==> config.mk <==
export PLATFORM = sky130hd
export DESIGN_NAME = ctrl_encode
export DESIGN_NICKNAME = d
export VERILOG_FILES = /design/src/rtl/ctrl_link_pkg.sv /design/src/rtl/ctrl_byte_ser.sv /design/src/rtl/ctrl_encode.sv
export SDC_FILE = /design/constraint.sdc
export NUM_CORES = 1
export LEC_CHECK = 0
export CAP_MARGIN = 10
export CORE_ASPECT_RATIO = 1.2
export CORE_MARGIN = 8
export CORE_UTILIZATION = 39
export CTS_CLUSTER_DIAMETER = 100
export CTS_CLUSTER_SIZE = 12
export DETAILED_ROUTE_END_ITERATION = 8
export GPL_ROUTABILITY_DRIVEN = 0
export PLACE_DENSITY = 0.56
export SETUP_SLACK_MARGIN = 0.2
export SLEW_MARGIN = 40
export SYNTH_ARGS = -nofsm -noshare
export SYNTH_HDL_FRONTEND = slang
export SYNTH_SLANG_ARGS = --single-unit
==> constraint.sdc <==
create_clock -name glb_100M -period 6.4 [get_ports glb_100M]
set_clock_uncertainty 0.2 [all_clocks]
set_input_delay 1.6 -clock glb_100M [delete_from_list [all_inputs] [get_ports glb_100M]]
set_output_delay 1.6 -clock glb_100M [all_outputs]
set_load 0.02 [all_outputs]
==> src/rtl/ctrl_link_pkg.sv <==
// Shared definitions for the DDC control link: header bytes, frame layout, field bundle,
// FSM states and byte-selection helpers used by both encoder and decoder.
package ctrl_link_pkg;

    localparam logic [7:0] HDR1 = 8'hAA;
    localparam logic [7:0] HDR2 = 8'h55;
    localparam int unsigned NBYTES = 22;
    localparam int unsigned BIT_CLKS = 4;

    // 1-based byte positions within the frame
    localparam logic [4:0] IDX_HDR1       = 5'd1;
    localparam logic [4:0] IDX_HDR2       = 5'd2;
    localparam logic [4:0] IDX_WORK_MODE  = 5'd3;
    localparam logic [4:0] IDX_VER_CODE   = 5'd4;
    localparam logic [4:0] IDX_WAVE_CODE  = 5'd5;
    localparam logic [4:0] IDX_FRE_CODE   = 5'd6;
    localparam logic [4:0] IDX_PRI_LO     = 5'd7;
    localparam logic [4:0] IDX_PRI_HI     = 5'd8;
    localparam logic [4:0] IDX_HOR1       = 5'd9;
    localparam logic [4:0] IDX_HOR2       = 5'd10;
    localparam logic [4:0] IDX_HOR3       = 5'd11;
    localparam logic [4:0] IDX_PULSE_MODE = 5'd12;
    localparam logic [4:0] IDX_MON_ADDR   = 5'd13;
    localparam logic [4:0] IDX_MON_MODE   = 5'd14;
    localparam logic [4:0] IDX_HPR_LO     = 5'd15;
    localparam logic [4:0] IDX_HPR_HI     = 5'd16;
    localparam logic [4:0] IDX_VPR_LO     = 5'd17;
    localparam logic [4:0] IDX_VPR_HI     = 5'd18;
    localparam logic [4:0] IDX_HPT_LO     = 5'd19;
    localparam logic [4:0] IDX_HPT_HI     = 5'd20;
    localparam logic [4:0] IDX_VPT_LO     = 5'd21;
    localparam logic [4:0] IDX_VPT_HI     = 5'd22;
    localparam logic [4:0] IDX_CHKSUM     = 5'd23;

    typedef enum logic [1:0] {StIdle, StSync, StShift, StGap} ctrl_state_e;

    typedef struct packed {
        logic [7:0]  work_mode;
        logic [7:0]  ver_code;
        logic [7:0]  wave_code;
        logic [7:0]  fre_code;
        logic [15:0] pri_code;
        logic [7:0]  hor1_code;
        logic [7:0]  hor2_code;
        logic [7:0]  hor3_code;
        logic [7:0]  pulse_mode;
        logic [7:0]  monitor_addr;
        logic [7:0]  monitor_mode;
        logic [15:0] hor_phase_r;
        logic [15:0] ver_phase_r;
        logic [15:0] hor_phase_t;
        logic [15:0] ver_phase_t;
    } ctrl_fields_t;

    function automatic logic [7:0] field_byte(ctrl_fields_t f, logic [4:0] idx);
        logic [7:0] b;
        case (idx)
            IDX_HDR1:       b = HDR1;
            IDX_HDR2:       b = HDR2;
            IDX_WORK_MODE:  b = f.work_mode;
            IDX_VER_CODE:   b = f.ver_code;
            IDX_WAVE_CODE:  b = f.wave_code;
            IDX_FRE_CODE:   b = f.fre_code;
            IDX_PRI_LO:     b = f.pri_code[7:0];
            IDX_PRI_HI:     b = f.pri_code[15:8];
            IDX_HOR1:       b = f.hor1_code;
            IDX_HOR2:       b = f.hor2_code;
            IDX_HOR3:       b = f.hor3_code;
            IDX_PULSE_MODE: b = f.pulse_mode;
            IDX_MON_ADDR:   b = f.monitor_addr;
            IDX_MON_MODE:   b = f.monitor_mode;
            IDX_HPR_LO:     b = f.hor_phase_r[7:0];
            IDX_HPR_HI:     b = f.hor_phase_r[15:8];
            IDX_VPR_LO:     b = f.ver_phase_r[7:0];
            IDX_VPR_HI:     b = f.ver_phase_r[15:8];
            IDX_HPT_LO:     b = f.hor_phase_t[7:0];
            IDX_HPT_HI:     b = f.hor_phase_t[15:8];
            IDX_VPT_LO:     b = f.ver_phase_t[7:0];
            IDX_VPT_HI:     b = f.ver_phase_t[15:8];
            default:        b = 8'h00;
        endcase
        return b;
    endfunction

    // XOR of the payload bytes (headers excluded)
    function automatic logic [7:0] frame_xor(ctrl_fields_t f);
        logic [7:0] x;
        x = 8'h00;
        for (int i = int'(IDX_WORK_MODE); i <= int'(IDX_VPT_HI); i++) begin
            x = x ^ field_byte(f, 5'(i));
        end
        return x;
    endfunction

endpackage

==> src/rtl/ctrl_byte_ser.sv <==
// 8-bit PISO: loads a byte, shifts it out MSB first at BIT_CLKS cycles per bit and
// pulses byte_done in the last cycle of bit 7. Output is a flop that shifts to 0 when done.
module ctrl_byte_ser
    import ctrl_link_pkg::*;
(
    input  logic       clk,
    input  logic       rst_n,
    input  logic       load,
    input  logic [7:0] din,
    output logic       sdata,
    output logic       byte_done
);

    logic [7:0] shreg_q;
    logic [1:0] clk_cnt_q;
    logic [2:0] bit_cnt_q;
    logic       active_q;

    assign sdata     = shreg_q[7];
    assign byte_done = active_q && (clk_cnt_q == 2'(BIT_CLKS - 1)) && (bit_cnt_q == 3'd7);

    always_ff @(posedge clk or negedge rst_n) begin
        if (!rst_n) begin
            shreg_q   <= 8'h00;
            clk_cnt_q <= 2'd0;
            bit_cnt_q <= 3'd0;
            active_q  <= 1'b0;
        end else if (load) begin
            shreg_q   <= din;
            clk_cnt_q <= 2'd0;
            bit_cnt_q <= 3'd0;
            active_q  <= 1'b1;
        end else if (active_q) begin
            if (clk_cnt_q == 2'(BIT_CLKS - 1)) begin
                clk_cnt_q <= 2'd0;
                shreg_q   <= {shreg_q[6:0], 1'b0};
                bit_cnt_q <= bit_cnt_q + 3'd1;
                if (bit_cnt_q == 3'd7) begin
                    active_q <= 1'b0;
                end
            end else begin
                clk_cnt_q <= clk_cnt_q + 2'd1;
            end
        end
    end

endmodule

==> src/rtl/ctrl_encode.sv <==
// DDC control-frame encoder: staging, per-frame snapshot, FSM and period timing.
// Define CTRL_ENC_CHKSUM_EN to append a 23rd XOR checksum byte to every frame.
module ctrl_encode
    import ctrl_link_pkg::*;
#(
    parameter int unsigned FPRI_WIDTH   = 100,
    parameter int unsigned FRAME_PERIOD = 10000
) (
    input  logic        glb_100M,
    input  logic        rst_n,
    input  logic        enable,
    input  logic        cfg_load,
    input  logic [7:0]  work_mode,
    input  logic [7:0]  ver_code,
    input  logic [7:0]  wave_code,
    input  logic [7:0]  fre_code,
    input  logic [7:0]  hor1_code,
    input  logic [7:0]  hor2_code,
    input  logic [7:0]  hor3_code,
    input  logic [7:0]  pulse_mode,
    input  logic [7:0]  monitor_addr,
    input  logic [7:0]  monitor_mode,
    input  logic [15:0] pri_code,
    input  logic [15:0] hor_phase_R,
    input  logic [15:0] ver_phase_R,
    input  logic [15:0] hor_phase_T,
    input  logic [15:0] ver_phase_T,
    output logic        FPRI,
    output logic        code,
    output logic        busy,
    output logic        frame_done
);

`ifdef CTRL_ENC_CHKSUM_EN
    localparam logic [4:0] LAST_IDX = IDX_CHKSUM;
`else
    localparam logic [4:0] LAST_IDX = IDX_VPT_HI;
`endif

    ctrl_state_e  state_q, state_d;
    ctrl_fields_t stage_q, frame_q, fields_in;
    logic [15:0]  period_q, period_d;
    logic [15:0]  sync_cnt_q, sync_cnt_d;
    logic [4:0]   idx_q, idx_d;
    logic         fpri_q, fpri_d, busy_q, busy_d, done_q, done_d;
    logic         snap, ser_load, byte_done;
    logic [7:0]   ser_din;

    assign fields_in = '{work_mode: work_mode, ver_code: ver_code, wave_code: wave_code,
                         fre_code: fre_code, pri_code: pri_code, hor1_code: hor1_code,
                         hor2_code: hor2_code, hor3_code: hor3_code, pulse_mode: pulse_mode,
                         monitor_addr: monitor_addr, monitor_mode: monitor_mode,
                         hor_phase_r: hor_phase_R, ver_phase_r: ver_phase_R,
                         hor_phase_t: hor_phase_T, ver_phase_t: ver_phase_T};

    assign FPRI       = fpri_q;
    assign busy       = busy_q;
    assign frame_done = done_q;

    always_comb begin
        ser_din = field_byte(frame_q, idx_q);
`ifdef CTRL_ENC_CHKSUM_EN
        if (idx_q == IDX_CHKSUM) ser_din = frame_xor(frame_q);
`endif
    end

    always_comb begin
        state_d    = state_q;
        fpri_d     = fpri_q;
        busy_d     = busy_q;
        done_d     = 1'b0;
        idx_d      = idx_q;
        sync_cnt_d = sync_cnt_q;
        snap       = 1'b0;
        ser_load   = 1'b0;
        period_d   = (period_q == 16'hFFFF) ? period_q : period_q + 16'd1;

        // A frame start is shared by IDLE and the end of GAP
        if ((state_q == StIdle && enable) ||
            (state_q == StGap && period_q == 16'(FRAME_PERIOD - 1) && enable)) begin
            state_d    = StSync;
            fpri_d     = 1'b1;
            busy_d     = 1'b1;
            snap       = 1'b1;
            period_d   = 16'd0;
            sync_cnt_d = 16'd0;
            idx_d      = IDX_HDR1;
        end else begin
            case (state_q)
                StSync: begin
                    if (sync_cnt_q == 16'(FPRI_WIDTH - 1)) begin
                        state_d  = StShift;
                        fpri_d   = 1'b0;
                        ser_load = 1'b1;
                        idx_d    = idx_q + 5'd1;
                    end else begin
                        sync_cnt_d = sync_cnt_q + 16'd1;
                    end
                end
                StShift: begin
                    if (byte_done) begin
                        if (idx_q > LAST_IDX) begin
                            state_d = StGap;
                            busy_d  = 1'b0;
                            done_d  = 1'b1;
                        end else begin
                            ser_load = 1'b1;
                            idx_d    = idx_q + 5'd1;
                        end
                    end
                end
                StGap: begin
                    if (period_q == 16'(FRAME_PERIOD - 1)) state_d = StIdle;
                end
                default: ;
            endcase
        end
    end

    always_ff @(posedge glb_100M or negedge rst_n) begin
        if (!rst_n) begin
            state_q    <= StIdle;
            stage_q    <= '0;
            frame_q    <= '0;
            period_q   <= 16'd0;
            sync_cnt_q <= 16'd0;
            idx_q      <= 5'd0;
            fpri_q     <= 1'b0;
            busy_q     <= 1'b0;
            done_q     <= 1'b0;
        end else begin
            state_q    <= state_d;
            period_q   <= period_d;
            sync_cnt_q <= sync_cnt_d;
            idx_q      <= idx_d;
            fpri_q     <= fpri_d;
            busy_q     <= busy_d;
            done_q     <= done_d;
            if (cfg_load) stage_q <= fields_in;
            // Snapshot sees the pre-load staging value, so a same-edge load lands next frame
            if (snap) frame_q <= stage_q;
        end
    end

    ctrl_byte_ser u_ser (
        .clk       (glb_100M),
        .rst_n     (rst_n),
        .load      (ser_load),
        .din       (ser_din),
        .sdata     (code),
        .byte_done (byte_done)
    );

endmodule

==> results of run 1 <==
flip-flops by register name, summed over array words and instances, names as in the netlist:
name and count:
FPRI 1, idx_q 5, period_q 16, busy 1, u_ser.shreg_q 8, sync_cnt_q 16, frame_q 160, u_ser.active_q 1
stage_q 160, u_ser.bit_cnt_q 3, frame_done 1, state_q 2, u_ser.clk_cnt_q 2
worst register-to-register path, cell delays in order, from the launching register on:
cell and delay (ps):
dfrtp_1 320, buf_4 570, inv_1 340, nor2_1 690, nand2_1 160, o22ai_1 370, a311oi_1 100, a41oi_1 250
Yosys cell counts (all sizes together) (2+ instances only):
cell	count
o22ai	4
o211ai	3
nand4	11
nor4b	2
a2111oi	2
a32o	10
nand2	532
a21o	2
a31oi	9
a21oi	13
nand2b	3
inv	11
o31ai	2
and2	15
clkbuf	48
a311oi	4
nor3	9
a221oi	5
a211oi	12
ha	15
and3	15
xnor2	10
nor2b	6
nand3	29
nor4	2
or3	2
buf	39
mux2	167
and4	2
mux2i	24
a2bb2oi	5
a22oi	13
a41oi	4
dfrtp	376
xor2	18
o21ai	23
nor3b	2
a32oi	10
nor2	45
a22o	10
cell type report:
type	instances	share of cell area, %
Timing Repair Buffer	183	9.626
Inverter	11	0.2128
Tap cell	546	3.520
Multi-Input combinational cell	1048	33.04
Sequential cell	376	48.48
Clock inverter	2	0.09026
Clock buffer	39	5.029
power by group:
part | total [mW] | internal (mW) | switching [mW]
clock | 1.95 | 1.08 | 0.870
sequential | 2.55 | 2.48 | 0.0720
combinational | 0.290 | 0.183 | 0.107
total | 4.79 | 3.74 | 1.05
through the flow:
step                cell area (um2)  util (%)
floorplan                     16260         -
global placement              18340     44.24
detailed placement            18370     44.31
CTS                           19360     46.70
global route                  19410     46.82
finish                        19410     46.82
final timing paths:
| kind | to | cells past startpoint | start | slack [ps] |
|---|---|---|---|---|
| max in group asynchronous | stage_q[4] | 3 | rst_n | 3900 |
| worst max register to register | u_ser.shreg_q[1] | 7 | idx_q[2] | 3330 |
| worst max-delay path | code | 1 | u_ser.shreg_q[7] | 3040 |
| worst min register to register | frame_q[60] | 2 | stage_q[60] | 270 |
| min in group asynchronous | frame_q[154] | 1 | rst_n | 870 |
| worst min-delay path | frame_q[60] | 2 | stage_q[60] | 270 |
logic make-up (layout without fill, tap and decap cells):
logic type	after synthesis	after routing	share of synthesized area, %
fa+ha+maj	15	15	1.154
compound gates	135	135	6.231
buf+inv	98	235	2.985
flops	376	376	57.85
simple gates	679	679	17.23
mux	191	191	13.04
xor+xnor	28	28	1.508
routing by layer:
layer / wire length (um) / vias to the layer above / GRT usage, %
met3: 2040 / 74 / 3.179
met5: 0 / - / 0
met4: 1320 / 0 / 5.807
met1: 19630 / 5702 / 24.25
li1: - / 5370 / -
met2: 21470 / 295 / 29.93
==> qor.csv, run 1 <==
stage;metric;value;unit
cts;htree_levels;2;
sta;tightest_slew;868.6;ps
routing;remaining_drc_errors;0;
sta;hold_ws;267.7;ps
synth;synth-edff-count;0;
global_route;antenna_found_initial;0;
synth;synth_top_cell_by_area;dfrtp_1;
critical_path;critPathMaxFanout;2;
critical_path;crit_path_end_kind;output pin;
die;dieHeight;239.7;um
placement;place_ws;2243;ps
critical_path;crit_path_start_kind;flop;
pwr;power.total;4.787;mW
synth;ys_warn_count;0;
die;die_area;48520;um2
synth;syn_area;16260;um2
layout;drive_above_1_share;14.53;%
global_route;grt_usage;18.21;%
cts;hold_buffers;0;
sta;fmax;297.3;MHz
cts;cts_tree;yes;
cts;clockBufferDepth;3;
layout;area_growth;19.32;%
critical_path;cpLargestDelayFamily;buffers and inverters;
layout;final_cell_mix;nand2_1 (531), dfrtp_1 (376), mux2_2 (167), clkdlybuf4s50_1 (165), nor2_1 (45);
synth;async_reset_ff_share;100.0;%
layout;final_cell_count_no_fill;2205;
die;fp.dieW;202.4;um
cts;cts_root_buf;clkbuf_16;
layout;final_nets;1836;
sta;tns;0;ps
routing;wl;44.46;mm
synth;synth-seq-cells;376;
cts;clock-sinks;376;
synth;synthesis.nets;1701;
critical_path;required;4600;ps
layout;diodes;0;
synth;yosysSeqAreaShare;57.85;%
global_route;grt_pass1_vias;11860;
layout;final_common_cell;nand2_1;
layout;regArea;9409;um2
critical_path;cpPeakStageDelay;630;ps
sta;hold_viol_final;0;
global_route;grt-ovfl-total;0;
synth;synth_area_leaders;dfrtp_1 (58%), nand2_1 (12%), mux2_2 (12%);
sta;setup_viol;0;
synth;dominantRegCellSynth;dfrtp_1;
routing;drtIter0Drc;990;
die;row_count;82;
layout;multiInputGateArea;6411;um2
cts;cts_buffers;37;
sta;setup_ws;3037;ps
routing;dr.pass1.iters;7;
routing;antenna_left;0;
routing;viasPerCell;5.189;
global_route;grt_max_degree;148;
sta;rsz0062_at_grt;false;
cts;cts_resized;0;
cts;insertion_delay;540;ps
placement;post-place-cells;2162;
routing;num_vias;11440;
critical_path;critical_path_class;reg2out;
critical_path;arrival;1560;ps
cts;cts.clk_slew.worst_paths;60;ps
sta;drv_slew;0;
placement;port_buffers;167;
critical_path;cp_slowest_cell;clkdlybuf4s50_1;
job;cap_violations;0;
synth;post_synth.cell_area_avg;10.69;um2
sta;slew_headroom;41.77;%
routing;routedWlPerCell;20.16;um
pwr;p_per_area;246.7;nW/um2
layout;fillCellCount;3910;
placement;dp_hpwl;31.15;mm
synth;synth_top_area_share;57.85;%
synth;synth_cells;1522;
outcome;status;complete, no violations;
cts;cts_setup_buffers;0;
die;initial_core_util;39.24;%
critical_path;critPathBufInv;1;
synth;netlist-cell-type-count;59;
die;core_area;41450;um2
die;io_pins;168;
min_path;worst_hold_path_type;reg2reg;
pwr;ir_drop;0.2025;mV
global_route;grt_pass1_wl;69.69;mm
sta;period_minus_slack;3363;ps
pwr;leakagePower;8.995;nW
sta;fin_crit_sh;52.55;%
critical_path;worstPathCellList;clkdlybuf4s50_1;
No activity file was read; power rests on OpenSTA's default activity.
==> run 2, diff against run 1 <==
Clock period 6.4 ns to 3.3 ns, I/O delays scaled along.
==> qor.csv, run 2 (same netlist as run 1, synthesis figures left out) <==
stage;metric;value;unit;change
cts;clock-sinks;376;;unchanged
job;cap_violations;0;;unchanged
die;io_pins;168;;unchanged
critical_path;required;3560;ps;-1040 ps
die;initial_core_util;39.24;%;unchanged
critical_path;r2r_cells;7;;unchanged
critical_path;crit_path_end_kind;flop;;
placement;post-place-cells;2191;;+1.3%
die;die_area;48520;um2;unchanged
sta;slew_headroom;45.46;%;+3.7 points
routing;routedWlPerCell;20.02;um;-0.69%
sta;tns;0;ps;unchanged
global_route;antenna_found_initial;0;;unchanged
routing;antenna_left;0;;unchanged
routing;dr.pass1.iters;5;;-2
pwr;power.total;9.288;mW;+94%
cts;cts_tree;yes;;
critical_path;critPathBufInv;1;;unchanged
critical_path;cpPeakStageDelay;520;ps;-110 ps
global_route;grt-ovfl-total;0;;unchanged
routing;viasPerCell;5.190;;about the same
critical_path;cp_slowest_cell;o31ai_2;;
cts;cts_buffers;37;;unchanged
layout;final_cell_mix;nand2_1 (531), dfrtp_1 (376), mux2_2 (167), clkdlybuf4s50_1 (165), nor2_1 (45);;
layout;area_growth;20.99;%;
layout;design_area;19680;um2;+1.4%
critical_path;worstPathCellList;nor4b_2, nand3b_1, o31ai_2, and2_4, buf_12, nand2_1, nand2_1;;
placement;port_buffers;167;;unchanged
die;core_area;41450;um2;unchanged
routing;remaining_drc_errors;0;;unchanged
layout;final_cell_count_no_fill;2232;;+1.2%
sta;fmax;373.4;MHz;
die;row_count;82;;unchanged
sta;tightest_slew;816.4;ps;-52.25 ps
pwr;ir_drop;0.3192;mV;+58%
placement;place_area;18680;um2;+1.7%
cts;clockBufferDepth;3;;unchanged
pwr;p_per_area;472.0;nW/um2;+91%
cts;cts_root_buf;clkbuf_16;;
cts;cts_setup_buffers;0;;unchanged
sta;period_minus_slack;2678;ps;
cts;insertion_delay;530;ps;about the same
routing;num_vias;11580;;+1.2%
global_route;grt_pass1_wl;71.33;mm;+2.4%
critical_path;critPathMostFrequentCell;nand2_1;;
critical_path;critical_path_class;reg2reg;;
layout;diodes;0;;unchanged
critical_path;critPathMaxFanout;83;;+81
sta;fin_crit_sh;81.16;%;
sta;drv_slew;0;;unchanged
placement;dp_hpwl;32.43;mm;+4.1%
outcome;status;complete, no violations;;
critical_path;path_depth;7;;+6
layout;top_regs;frame_q: 160 flops, stage_q: 160 flops;;
routing;drtIter0Drc;872;;-12%
die;fp.dieW;202.4;um;unchanged
critical_path;crit_path_start_kind;flop;;
cts;cts_resized;0;;unchanged
sta;setup_viol;0;;unchanged
min_path;worst_hold_path_type;in2async;;
die;dieHeight;239.7;um;unchanged
layout;final_nets;1863;;+1.5%
global_route;grt_usage;18.54;%;+0.34 points
layout;drive_above_1_share;15.66;%;+1.1 points
sta;rsz0062_at_grt;false;;
critical_path;cpLargestDelayFamily;simple AND/OR/NAND/NOR gates;;
global_route;grt_pass1_vias;12350;;+4.1%
cts;cts.clk_slew.worst_paths;60;ps;about the same
sta;hold_viol_final;0;;unchanged
routing;wl;44.69;mm;+0.52%
cts;htree_levels;2;;unchanged
layout;final_common_cell;nand2_1;;
global_route;grt_max_degree;84;;-43%
critical_path;arrival;2940;ps;+1380 ps
cts;hold_buffers;0;;unchanged
pwr;leakagePower;9.167;nW;+1.9%
run 2: cell count changes in the layout (fill, tap and decap cells not counted), sizes merged:
cell / delta
buf: +27
run 2: metrics by stage:
step | worst slack [ps] | util, % | hold WS (ps)
2_1_floorplan | 717.9 | - | 234.0
3_3_place_gp | 451.6 | 45.06 | 250.3
3_5_place_dp | 614.4 | 45.08 | 254.0
4_1_cts | 582.5 | 47.47 | 136.8
5_1_grt | 411.6 | 47.47 | 162.1
6_report | 621.7 | 47.47 | 127.6
run 2: final cells by class:
| class | instances | area [um2] |
|---|---|---|
| clock inverter | 2 | 17.52 |
| sequential | 376 | 9409 |
| fill | 3896 | 21770 |
| timing repair buffer | 210 | 2163 |
| inverter | 11 | 41.29 |
| tap | 546 | 683.2 |
| multi-input combinational | 1048 | 6387 |
| clock buffer | 39 | 975.9 |
run 2: worst paths after layout:
path                            slack [ps]         start            to
worst max-delay path                   620  period_q[12]  frame_q[109]
max in group asynchronous             1920         rst_n   stage_q[39]
worst min register to register         260   stage_q[34]   frame_q[34]
min in group glb_100M                  260   stage_q[34]   frame_q[34]
worst max register to register         620  period_q[12]  frame_q[109]
worst min-delay path                   130         rst_n   frame_q[81]
run 2: where the power goes:
group          internal (mW)  switching [mW]
Combinational          0.366           0.208
Sequential              4.81           0.137
Clock                   2.08            1.68
run 2: routing by layer:
metal / GRT usage [%] / vias to the layer above / share of wire (%)
met1: 24.55 / 5739 / 44
li1: - / 5427 / -
met5: 0 / - / 0
met3: 3.396 / 93 / 5.0
met2: 30.37 / 325 / 48
met4: 6.269 / 0 / 3.4
